==> config.mk <==
export PLATFORM = sky130hd
export DESIGN_NAME = pattern_gen
export DESIGN_NICKNAME = d
export VERILOG_FILES = /design/src/rtl/pattern_gen.sv
export SDC_FILE = /design/constraint.sdc
export NUM_CORES = 1
export LEC_CHECK = 0
export BUFFER_PORTS_ARGS = -buffer_cell sky130_fd_sc_hd__buf_2
export CORE_UTILIZATION = 50
export CTS_CLUSTER_DIAMETER = 30
export DETAILED_ROUTE_END_ITERATION = 10
export PLACE_DENSITY = 0.78
export RECOVER_POWER = 100
export SLEW_MARGIN = 20
export SYNTH_ARGS = -nofsm -noshare
export SYNTH_HDL_FRONTEND = slang
export SYNTH_SLANG_ARGS = --single-unit
==> constraint.sdc <==
create_clock -name clk -period 2.1 [get_ports clk]
set_input_delay 0 -clock clk [delete_from_list [all_inputs] [get_ports clk]]
set_output_delay 0 -clock clk [all_outputs]
set_load 0.02 [all_outputs]
==> src/rtl/pattern_gen.sv <==
// pattern_gen: serial pattern transmitter, MSB-first, with a repeat count.
// Outputs decode from registered state only.
module pattern_gen #(
  parameter int WIDTH = 8,
  parameter int CW    = 4
) (
  input  logic                     clk,
  input  logic                     reset,
  input  logic                     start,
  input  logic [WIDTH-1:0]         pattern,
  input  logic [$clog2(WIDTH)-1:0] len,
  input  logic [CW-1:0]            reps,
  output logic                     y,
  output logic                     yvalid,
  output logic                     busy,
  output logic                     done
);

  localparam int LW = $clog2(WIDTH);

  typedef enum logic [1:0] {
    IDLE,
    SEND,
    DONE
  } state_t;

  state_t          state, state_n;
  logic [WIDTH-1:0] pat, pat_n;
  logic [LW-1:0]   llen, llen_n;
  logic [LW-1:0]   idx, idx_n;
  logic [CW-1:0]   lreps, lreps_n;
  logic [CW-1:0]   pass, pass_n;

  always_ff @(posedge clk) begin
    if (reset) begin
      state <= IDLE;
      pat   <= '0;
      llen  <= '0;
      idx   <= '0;
      lreps <= '0;
      pass  <= '0;
    end else begin
      state <= state_n;
      pat   <= pat_n;
      llen  <= llen_n;
      idx   <= idx_n;
      lreps <= lreps_n;
      pass  <= pass_n;
    end
  end

  always_comb begin
    state_n = state;
    pat_n   = pat;
    llen_n  = llen;
    idx_n   = idx;
    lreps_n = lreps;
    pass_n  = pass;
    unique case (state)
      IDLE: begin
        if (start) begin
          pat_n   = pattern;
          llen_n  = len;
          lreps_n = reps;
          idx_n   = len;
          pass_n  = '0;
          state_n = SEND;
        end
      end
      SEND: begin
        if (idx != '0) begin
          idx_n = idx - 1'b1;
        end else if (pass != lreps) begin
          // Reload for the next pass with no gap cycle.
          idx_n  = llen;
          pass_n = pass + 1'b1;
        end else begin
          state_n = DONE;
        end
      end
      DONE: begin
        state_n = IDLE;
      end
      default: begin
        state_n = IDLE;
      end
    endcase
  end

  always_comb begin
    yvalid = (state == SEND);
    y      = (state == SEND) & pat[idx];
    busy   = (state == SEND) | (state == DONE);
    done   = (state == DONE);
  end

endmodule
==> impl_results.md <==
- Buffers on Ports: 21
- Fill cells: 185
- Largest net degree at the start of global routing: 29
- Post-synthesis sequential area ratio: a little under two fifths
- Placed cell areas: between 1000 and 1500 sq um
- Initial antenna violation count: 0
- Clk_skew: roughly 1.1 ps
- RSZ-0062 raised after global routing: false
- Maximum VDD drop: between 0.8 and 0.9 mV
- Layout Cells excl Fill: approximately 210
- PwrDens: 1120 nW/um^2
- GPL Wtd Cong: approximately 0.8
- Root cell of the clock tree: clkbuf_4
- Worst Path Arrival: between 2000 and 2500 ps
- LEAKAGE: ~0.66 nW
- Most frequent cells in the layout: nand2_1, dfxtp_1, buf_2
- Maximum clock insertion buffer count: 2
- Unique masters post-synth: 34
- Syn nets: about 170
- DR DRC count: 0
- Setup ws final: ~160 ps
- Worst Tran Pin Value: between 700 and 800 ps
- Multiplexer area fraction after synthesis: between 10% and 20%
- Placed insts: around 190
- Detailed Route WL: about 2700 microns
- Sw Share: about two fifths
- Max_slew headroom: just over 50%
- Yosys warnings: 0
- CP top delay family: simple AND/OR/NAND/NOR gates
- Total power: about 1.8 mW
- Die W: about 52 microns
- Total gr overflow: 0
- Row count: 17
- Min-Delay Path Class: in -> reg
- Largest family of logic cells by synthesized area: simple AND/OR/NAND/NOR gates
- Crit path buf inv count: 1
- Later-pin clock latency in the skew report: 320 ps
- Critical Path RT: between 2000 and 2500 ps
- DR WL/cell: about 13 microns
- Critical path cell sequence: inv_1 -> ha_1 -> nor2b_1 -> nand2_1 -> o21ai_2 -> mux2_4
- TritonCTS clock tree: built
- Comb pwr share: 45.9%
- Clock power frac: between 10% and 20%
- DRT antenna net count: 0
- CORE AREA: about 2300 sq um
- Fin. max-slew vios: 0
- Global Route Usage Sum: 23.1%
- Die area: between 2000 and 3000 sq um
- Gate Count Post-Synth: 144
- Antenna Cells: 0
- Post-route cell area: around 1600 sq um
- Period minus WS final: ~1900 ps
- Hold Violations, Final: 0
- Setup tns final: 0 ps
- CP max stage cell: nor2b_1
- CP max stage delay: ~470 ps
- CTS Sinks: 24
- Synth Area in Adders: under 10%
- Fin crit share: ~90%
- Dpl ws: approximately 200 ps
- Hold slack: approximately 130 ps
- Vias in the first global route: 1095
- Internal: approximately 1.1 mW
- Initial Util: a little under three fifths
- Max Cap Viol: 0
- Commonest non-fill, non-tap cell in the layout: nand2_1
- DP HPWL: roughly 1800 microns
- Sequential share of power: 35.1%
- H-tree depth: 1
- First-pass GRT wire length: 4640 microns
- Crit. End Element: flop
- Xor/xnor share of the synthesized area: under 10%
- Chip Height: approximately 52 microns
- WS Path Type: reg -> reg
- CTS buffer count: 3
- Startpoint Class: flop
- Drt initial violations: 15
- Post-synthesis simple-gate area fraction: ~22%
- Synth Area in Compound Gates: 13.2%
- Crit-path max FO: 8
- Ports: 22
- Seq cells post-synth: 24
- Max Freq: 0.516 GHz
- Sw power: between 0.6 and 0.7 mW
- Post-synthesis instance area: 1260 sq um
- Via density: around 5.4
- Status: finished, final reports clean
- Util after Layout: 68.5%
- Synthesis-to-layout area growth: 24.4%
- Drt pass-1 iters: 4
- Final setup vio count: 0
- Reg2reg setup slack: 160 ps
- DR vias: roughly 1100
- Layout cells sized above 1: slightly below 20%
- Nets: 204
- Synth Area per Inst: ~9 sq um
- CTS clock-pin slew for the worst setup and hold paths: 130 ps
layer usage:
metal / track usage, % / routed length (microns) / part of all wire, % / up-vias
met1: 27.6 / 1190 / 44 / 513
met2: 40.1 / 1380 / 51 / 26
li1: - / - / - / 560
met4: 10.1 / 27 / 1.0 / 0
met5: 0 / 0 / 0 / -
met3: 3.77 / 87 / 3.2 / 4
synthesized netlist by cell type, drive strengths merged:
| cell | count | area share (%) |
|---|---|---|
| o22ai | 1 | 0.49 |
| dfxtp | 24 | 38 |
| nand2 | 33 | 9.8 |
| and2 | 1 | 0.49 |
| nand4 | 3 | 2.0 |
| mux2i | 8 | 6.3 |
| nor2 | 5 | 1.5 |
| and3 | 2 | 1.2 |
| a21oi | 16 | 6.3 |
| xnor2 | 4 | 2.8 |
| o31ai | 1 | 0.59 |
| a311oi | 1 | 0.69 |
| buf | 6 | 2.9 |
| o21ai | 2 | 1.4 |
| clkbuf | 2 | 0.59 |
| nor2b | 2 | 0.99 |
| nand2b | 6 | 3.0 |
| and2b | 2 | 1.3 |
| a32o | 2 | 1.6 |
| a211o | 1 | 0.69 |
| or3b | 2 | 1.4 |
| a22o | 1 | 0.79 |
| ha | 7 | 6.9 |
| inv | 6 | 1.8 |
| mux2 | 2 | 2.1 |
| o211ai | 1 | 0.59 |
| nor3 | 1 | 0.40 |
| mux4 | 2 | 3.6 |
cell families (layout without fill, tap and decap cells):
logic type	after synthesis	count (layout)
adder cells (fa/ha/maj)	7	7
XOR/XNOR	4	4
flip-flops	24	24
multiplexers	12	12
AND/OR/NAND/NOR	57	57
AO/OA/AOI/OAI	26	26
buffers and inverters	14	48
state kept, by name (all words and copies together) (netlist names):
signal  cells
lreps       4
pat         8
idx         3
llen        3
state       2
pass        4
timing repair:
item,in CTS,in global routing
hold endpoints to repair,15,0
hold buffers,15,0
buffers inserted,0,0
gates resized for setup,0,0
final cells by class:
class | instances | area [sq um] | share of cell area, %
clock inverter | 1 | 30.0 | 1.91
sequential | 24 | 480 | 30.5
timing repair buffer | 38 | 265 | 16.9
multi-input combinational | 106 | 718 | 45.6
clock buffer | 3 | 22.5 | 1.43
tap | 28 | 35.0 | 2.23
inverter | 6 | 22.5 | 1.43
power groups by stage:
stage | logic (mW) | registers [mW] | clock network, mW
after detailed placement | 0.797 | 0.633 | 0
final | 0.813 | 0.622 | 0.335
after CTS | 0.823 | 0.623 | 0.343
after global placement | 0.757 | 0.628 | 0
after floorplan | 0.669 | 0.611 | 0
after global routing | 0.900 | 0.637 | 0.363
path summary, 6_finish.rpt:
check             startpoint  endpoint  depth (start not counted)
setup / recovery      idx[0]    idx[1]                          6
hold / removal         reset    pat[5]                          2
setup reg to reg      idx[0]    idx[1]                          6
hold reg to reg      llen[1]   llen[1]                          2
Power figures use the tool's default switching activity.
